===== src/rtl/ram_arbiter.sv =====
// ram_arbiter: shares the 256x8 latched-MAR RAM between the CPU port and the
// loader/front-panel port. It turns a req/ack handshake into the RAM's
// MAR-set / strobe / release sequence. All outputs are registered.
module ram_arbiter #(
  parameter int LDR_PRIORITY  = 0,  // 0 = round-robin, 1 = loader wins contention
  parameter int ACCESS_CYCLES = 1   // strobe width in cycles, 1..15
) (
  input  logic       clk,
  input  logic       reset_n,
  input  logic       cpu_req,
  input  logic       cpu_wr,
  input  logic [7:0] cpu_addr,
  input  logic [7:0] cpu_wdata,
  output logic       cpu_ack,
  output logic [7:0] cpu_rdata,
  input  logic       ldr_req,
  input  logic       ldr_wr,
  input  logic [7:0] ldr_addr,
  input  logic [7:0] ldr_wdata,
  output logic       ldr_ack,
  output logic [7:0] ldr_rdata,
  output logic [7:0] ram_bas,
  output logic       ram_wsa,
  output logic [7:0] ram_bis,
  output logic       ram_ws,
  output logic       ram_we,
  input  logic [7:0] ram_bos,
  output logic       busy,
  output logic       grant_ldr
);

  typedef enum logic [1:0] {IDLE, ADDR, ACC, REL} state_e;

  // transaction fields frozen at grant
  typedef struct packed {
    logic       wr;
    logic [7:0] addr;
    logic [7:0] wdata;
  } xact_t;

  state_e     state_q, state_d;
  xact_t      txn_q, txn_d;
  logic [3:0] cnt_q, cnt_d;
  logic       last_ldr_q, last_ldr_d;
  logic       grant_ldr_q, grant_ldr_d;
  logic       cpu_ack_q, cpu_ack_d;
  logic       ldr_ack_q, ldr_ack_d;
  logic [7:0] cpu_rdata_q, cpu_rdata_d;
  logic [7:0] ldr_rdata_q, ldr_rdata_d;
  logic [7:0] ram_bas_q, ram_bas_d;
  logic [7:0] ram_bis_q, ram_bis_d;
  logic       ram_wsa_q, ram_wsa_d;
  logic       ram_ws_q, ram_ws_d;
  logic       ram_we_q, ram_we_d;
  logic       busy_q, busy_d;
  logic       pick_ldr;

  // winner selection when leaving IDLE
  always_comb begin
    pick_ldr = 1'b0;
    if (ldr_req && !cpu_req)      pick_ldr = 1'b1;
    else if (cpu_req && !ldr_req) pick_ldr = 1'b0;
    else if (LDR_PRIORITY != 0)   pick_ldr = 1'b1;
    else                          pick_ldr = !last_ldr_q;
  end

  // next-state and registered-output computation
  always_comb begin
    state_d     = state_q;
    txn_d       = txn_q;
    cnt_d       = cnt_q;
    last_ldr_d  = last_ldr_q;
    grant_ldr_d = grant_ldr_q;
    cpu_rdata_d = cpu_rdata_q;
    ldr_rdata_d = ldr_rdata_q;
    ram_bas_d   = ram_bas_q;
    ram_bis_d   = ram_bis_q;
    cpu_ack_d   = 1'b0;
    ldr_ack_d   = 1'b0;
    ram_wsa_d   = 1'b0;
    ram_ws_d    = 1'b0;
    ram_we_d    = 1'b0;
    case (state_q)
      IDLE: begin
        if (cpu_req || ldr_req) begin
          txn_d       = pick_ldr ? '{wr: ldr_wr, addr: ldr_addr, wdata: ldr_wdata}
                                 : '{wr: cpu_wr, addr: cpu_addr, wdata: cpu_wdata};
          last_ldr_d  = pick_ldr;
          grant_ldr_d = pick_ldr;
          // bas/bis are loaded here so they are stable from ADDR through REL
          ram_bas_d   = txn_d.addr;
          ram_bis_d   = txn_d.wdata;
          ram_wsa_d   = 1'b1;
          state_d     = ADDR;
        end
      end
      ADDR: begin
        cnt_d    = 4'(ACCESS_CYCLES - 1);
        ram_ws_d = txn_q.wr;
        ram_we_d = !txn_q.wr;
        state_d  = ACC;
      end
      ACC: begin
        if (cnt_q == 4'd0) begin
          // final strobe edge: capture read data and raise the winner's ack
          if (!txn_q.wr) begin
            if (grant_ldr_q) ldr_rdata_d = ram_bos;
            else             cpu_rdata_d = ram_bos;
          end
          ldr_ack_d = grant_ldr_q;
          cpu_ack_d = !grant_ldr_q;
          state_d   = REL;
        end else begin
          cnt_d    = cnt_q - 4'd1;
          ram_ws_d = txn_q.wr;
          ram_we_d = !txn_q.wr;
        end
      end
      REL: state_d = IDLE;
      default: state_d = IDLE;
    endcase
    busy_d = (state_d != IDLE);
  end

  // state and output registers, synchronous active-low reset
  always_ff @(posedge clk) begin
    if (!reset_n) begin
      state_q     <= IDLE;
      txn_q       <= '0;
      cnt_q       <= '0;
      last_ldr_q  <= 1'b1;  // CPU wins the first contention
      grant_ldr_q <= 1'b0;
      cpu_ack_q   <= 1'b0;
      ldr_ack_q   <= 1'b0;
      cpu_rdata_q <= '0;
      ldr_rdata_q <= '0;
      ram_bas_q   <= '0;
      ram_bis_q   <= '0;
      ram_wsa_q   <= 1'b0;
      ram_ws_q    <= 1'b0;
      ram_we_q    <= 1'b0;
      busy_q      <= 1'b0;
    end else begin
      state_q     <= state_d;
      txn_q       <= txn_d;
      cnt_q       <= cnt_d;
      last_ldr_q  <= last_ldr_d;
      grant_ldr_q <= grant_ldr_d;
      cpu_ack_q   <= cpu_ack_d;
      ldr_ack_q   <= ldr_ack_d;
      cpu_rdata_q <= cpu_rdata_d;
      ldr_rdata_q <= ldr_rdata_d;
      ram_bas_q   <= ram_bas_d;
      ram_bis_q   <= ram_bis_d;
      ram_wsa_q   <= ram_wsa_d;
      ram_ws_q    <= ram_ws_d;
      ram_we_q    <= ram_we_d;
      busy_q      <= busy_d;
    end
  end

  assign cpu_ack   = cpu_ack_q;
  assign ldr_ack   = ldr_ack_q;
  assign cpu_rdata = cpu_rdata_q;
  assign ldr_rdata = ldr_rdata_q;
  assign ram_bas   = ram_bas_q;
  assign ram_bis   = ram_bis_q;
  assign ram_wsa   = ram_wsa_q;
  assign ram_ws    = ram_ws_q;
  assign ram_we    = ram_we_q;
  assign busy      = busy_q;
  assign grant_ldr = grant_ldr_q;

endmodule


===== config.mk =====
export PLATFORM = sky130hd
export DESIGN_NAME = ram_arbiter
export DESIGN_NICKNAME = d
export VERILOG_FILES = /design/src/rtl/ram_arbiter.sv
export SDC_FILE = /design/constraint.sdc
export NUM_CORES = 1
export LEC_CHECK = 0
export BUFFER_PORTS_ARGS = -buffer_cell sky130_fd_sc_hd__clkbuf_2
export CORE_MARGIN = 2
export CORE_UTILIZATION = 25
export CTS_BUF_LIST = sky130_fd_sc_hd__clkbuf_4
export DETAILED_ROUTE_END_ITERATION = 10
export GPL_TIMING_DRIVEN = 0
export PLACE_DENSITY = 0.56
export SLEW_MARGIN = 20
export SYNTH_ARGS = -nofsm -noshare
export SYNTH_HDL_FRONTEND = slang
export SYNTH_SLANG_ARGS = --single-unit

===== constraint.sdc =====
create_clock -name clk -period 4.5 [get_ports clk]
set_input_delay 0.675 -clock clk [delete_from_list [all_inputs] [get_ports clk]]
set_output_delay 0.675 -clock clk [all_outputs]
set_load 0.02 [all_outputs]

# Word-level counts from Yosys, hierarchy flattened
# Index checks and enable logic that the tools add are counted.
# classes
order_cmp	0
n_eq_ne	4
shifts	0
reduce_logical	18
n_bitwise	2
add_sub_neg	1
mux	13
div	0
mul	0
# ops
cell	count
$mux W17	1
$pmux W2 S4	1
$pmux W4 S2	1
$reduce_and A4 Y1	2
$reduce_and A2 Y1	3
$logic_not A1 Y1	5
$mux W1	5
$eq A2 B2 Y1 const B	2
$logic_not A4 Y1	1
$mux W2	2
$mux W4	1
$pmux W1 S2	2
$reduce_bool A2 Y1	2
$sub A4 B1 Y4 const B	1
$reduce_and A3 Y1	1
$eq A2 B1 Y1 const B	1
$logic_and A1 B1 Y1	2
$logic_not A2 Y1	1
$ne A2 B2 Y1 const B	1
$not A1 Y1	2
$logic_or A1 B1 Y1	1
# totals
n_memories	0
regBits	47
latch_bits	0
out_inout_bits	39
wordCells	53
ramBits	0
romBits	0

# Longest topological paths before layout
# logic_depth
depth_word	5
depth_mapped	7

# Worst setup path before layout
# No wires, ideal clock.
# synth_path
path_kind	in2reg
start	input port cpu_req
end	register txn_q[16] (netlist name)
t_arrival_ns	1.505
cell_stages	4
n_path_buf	2
slack_ns	2.864
t_required_ns	4.369
setup_ns	0.131
cell_sequence	clkbuf_1 -> clkbuf_1 -> a2111oi_0 -> nor3_1
# synth_via
elab_chain_len	4
word_cells_on_any_way	8
# synth_rtl
element	line	rtl
from (decl)	10	input logic cpu_req,
$logic_and A1 B1 Y1 or $logic_not A1 Y1 (tied branches)	62, 61	
$mux W1 or $logic_and A1 B1 Y1 (tied branches)	62, 61	
$mux W1	61	if (ldr_req && !cpu_req) pick_ldr = 1'b1;
$mux W17	86	txn_d = pick_ldr ? '{wr: ldr_wr, addr: ldr_addr, wdata: ldr_wdata}
to (signal assigned)	145	txn_q <= txn_d;
to (decl)	42	xact_t txn_q, txn_d;
# Parallel ways exist; a longest one is shown, timed or not.
# A chain may end at the register's enable or synchronous reset.

# Final worst setup path
# layout_path
start	register state_q[0]
end	register last_ldr_q
# layout_via
elab_chain_len	2
# layout_rtl
element	line	rtl
from (decl)	41	state_e state_q, state_d;
from (signal assigned)	144	state_q <= state_d;
$logic_not A2 Y1	83	case (state_q)
$reduce_and A2 Y1 (no source line)	-	
to (signal assigned)	147	last_ldr_q <= last_ldr_d;
to (decl)	44	logic last_ldr_q, last_ldr_d;
# Every way passes these cells.

==> metrics.md <==
| Metric | Value |
|---|---|
| HP Class | `reg2reg` |
| CTS tree | `done` |
| Die Wd | `99.0 um` |
| Rel. slew slack | `48.9%` |
| Share of cells above drive strength 1 | `28.6%` |
| Synth Area per Inst | `9.09 um^2` |
| Core ar. | `8720 um^2` |
| Synth top area cells | `dfxtp_1 42%, o2111a_1 8.5%, mux2i_1 7.5%, a2111oi_0 6.6%, nand2_1 5.0%` |
| Area grow syn2layout | `28.0%` |
| Sw frac | `42.3%` |
| CTS HTree Levels | `2` |
| Max Cap Viol | `0` |
| Hold_buf cts | `0` |
| Clk sinks | `47` |
| Buffers on Ports | `83` |
| Worst-skew pair later-pin latency | `0.37 ns` |
| CP Data Required Time | `4.73 ns` |
| LEAKAGE | `1.23 nW` |
| Worst clock skew | `0.0148 ns` |
| Met3 WL post-DR | `346 um` |
| Fmax | `0.517 GHz` |
| Final hold vios | `0` |
| Final wirelength | `6.40 mm` |
| Worst-Margin Slew | `0.761 ns` |
| Top-area cell type share of the netlist area | `41.7%` |
| I/O Pins | `85` |
| Final slew viol count | `0` |
| P per Cell Area | `505 nW/um^2` |
| Worst-path clk slew | `0.14 ns` |
| Net switching power | `0.000616 W` |
| Crit Path Category | `reg2reg` |
| Setup Viol. Count Final | `0` |
| Worst vdd ir | `0.173 mV` |
| Initial core utilization | `25.9%` |
| Number of global-route vias before repair | `2,169` |
| Synth Cell Area | `2250 um^2` |
| Num CTS Buffers | `5` |
| Most frequent cells in the layout | `83 x clkbuf_2, 47 x dfxtp_1, 30 x nand2_1` |
| Core Rows | `34` |
| Final net count | `389` |
| Post-DP HPWL | `4.76 mm` |
| Seq pwr share | `39.1%` |
| Total power | `0.00146 W` |
| CP max FO | `10` |
| Crit start category | `register` |
| Clock root buffer master | `clkbuf_4` |
| Global Route Usage Sum | `13.5%` |
| Setup Buffers After CTS | `0` |
| #FFs+latches synth | `47` |
| Clock tree buffer depth | `2` |
| Post-layout util | `33.1%` |
| Met1 wire length | `3.11 mm` |
| Status | `finished, final reports clean` |
| Die H | `99.0 um` |
| DR top layer | `met4` |
| Post-DR wirelength/cell | `14.3 um` |
| DRC errors left | `0` |
| Metal2 WL | `2.92 mm` |
| DR pass1 iterations | `4` |
| Clock share of power | `18.0%` |
| Largest net degree at the start of global routing | `16` |
| Fill cells | `941` |
| Total gr overflow | `0` |
| Sequential area share after synthesis | `41.7%` |
| Period Utilization, post-route | `42.9%` |
| Cts repair resizes | `0` |
| Critical Path End Type | `register` |
| Cells after DPL | `439` |
| DR vias/cell | `4.78` |
| Full die area | `9790 um^2` |
| P_int | `0.000842 W` |
| RSZ-0062 raised after global routing | `false` |
| Final GP Congestion | `0.798` |
| Combinational fraction of design power | `43.0%` |
| Leading area contributor after synthesis | `dfxtp_1` |
| Initial antenna violation count | `0` |
| Post-route ant nets | `0` |
| N_diodes | `0` |
| Most common cell after layout, fill and taps aside | `clkbuf_2` |
| Critical Path AT | `2.16 ns` |
| Setup TNS | `0 ns` |
| Vias after detailed routing | `2,135` |
| Global-route wire length before repair | `10.8 mm` |
| Net Count, Synth | `299` |
| Iteration-0 DRC Markers | `76` |
| Synth Instances | `248` |
| Syn. warnings | `0` |
| Fin crit period | `1.93 ns` |
| Synth unique cells | `31` |
| Finished Layout Cells | `447` |
## power by group through the flow
| stage | Clock, W | Sequential (W) | Combinational [W] |
|---|---|---|---|
| after global placement | 0 | 0.000577 | 0.000624 |
| after CTS | 0.000274 | 0.000570 | 0.000632 |
| after global routing | 0.000291 | 0.000583 | 0.000694 |
| final | 0.000262 | 0.000570 | 0.000627 |
| after detailed placement | 0 | 0.000579 | 0.000628 |
| after floorplan | 0 | 0.000670 | 0.000327 |
## worst max-delay path, cell delays in order, from the launching register on
cell and delay (ns):
dfxtp_1 0.36, inv_1 0.11, ha_1 0.20, clkbuf_1 0.38
clkbuf_1 0.41, nand2_1 0.13, nand2_1 0.09, o311ai_0 0.11
## cells in the mapped netlist
cell type	number
or3b_1	1
dfxtp_1	47
nor4_1	2
inv_2	1
o21a_1	1
o311ai_0	1
a2111oi_0	17
a21oi_1	4
a211oi_1	1
and2_1	1
nor3_1	21
inv_1	25
nor4b_2	1
mux2i_1	17
nor4_4	2
nor3b_1	2
nand3b_4	1
clkbuf_1	20
o32ai_1	1
o21ai_0	19
o31ai_1	1
ha_1	5
nand4b_1	1
nor2b_1	2
buf_2	1
nor4b_1	1
buf_12	1
nor2_1	3
nand2_1	30
a32oi_1	1
o2111a_1	17
## per-stage QoR
| stage | hold slack, ns | instance area (um^2) | setup slack [ns] |
|---|---|---|---|
| final | 0.468 | 2890 | 2.57 |
| after global routing | 0.476 | 2890 | 2.36 |
| after CTS | 0.470 | 2890 | 2.57 |
| after detailed placement | 0.450 | 2810 | 2.45 |
| after global placement | 0.443 | 2810 | 2.48 |
| after floorplan | 0.462 | 2250 | 2.86 |
## state kept, by name, summed over array words and instances (netlist names)
signal and count:
busy 1, cnt_q 4, ram_bas 8, cpu_ack 1, ram_wsa 1, cpu_rdata 8, ram_we 1, txn_q 1
last_ldr_q 1, ram_bis 8, ram_ws 1, ldr_rdata 8, ldr_ack 1, grant_ldr 1, state_q 2
## final timing paths
path                            slack [ns]  cells past startpoint    startpoint            to
worst min-delay path                  0.47                      2  ldr_rdata[0]  ldr_rdata[0]
worst max register to register        2.57                      7    state_q[0]    last_ldr_q
worst min register to register        0.47                      2  ldr_rdata[0]  ldr_rdata[0]
worst max-delay path                  2.57                      7    state_q[0]    last_ldr_q
## routing by layer
metal  global-route usage [%]  vias to the layer above
li1                         -                     1084
met1                     17.9                      988
met2                     22.6                       59
met3                     3.05                        4
met4                     2.21                        0
met5                        0                        -
## final cells by class
type	count	area, um^2	area share [%]
tap	108	135	4.68
multi-input combinational	153	1120	38.7
sequential	47	941	32.6
buffer	22	100	3.47
inverter	26	97.6	3.38
clock inverter	3	42.5	1.47
timing repair buffer	83	415	14.4
clock buffer	5	37.5	1.30
## cells by family (layout without fill, tap and decap cells)
kind of cell	after synthesis	in the layout	synth area share [%]
AO/OA/AOI/OAI	63	63	22.4
AND/OR/NAND/NOR	68	68	16.8
multiplexers	17	17	7.55
adder cells (fa/ha/maj)	5	5	2.77
buffers and inverters	48	139	8.77
flip-flops	47	47	41.7
Note: power is estimated with default switching activity, not from simulation.
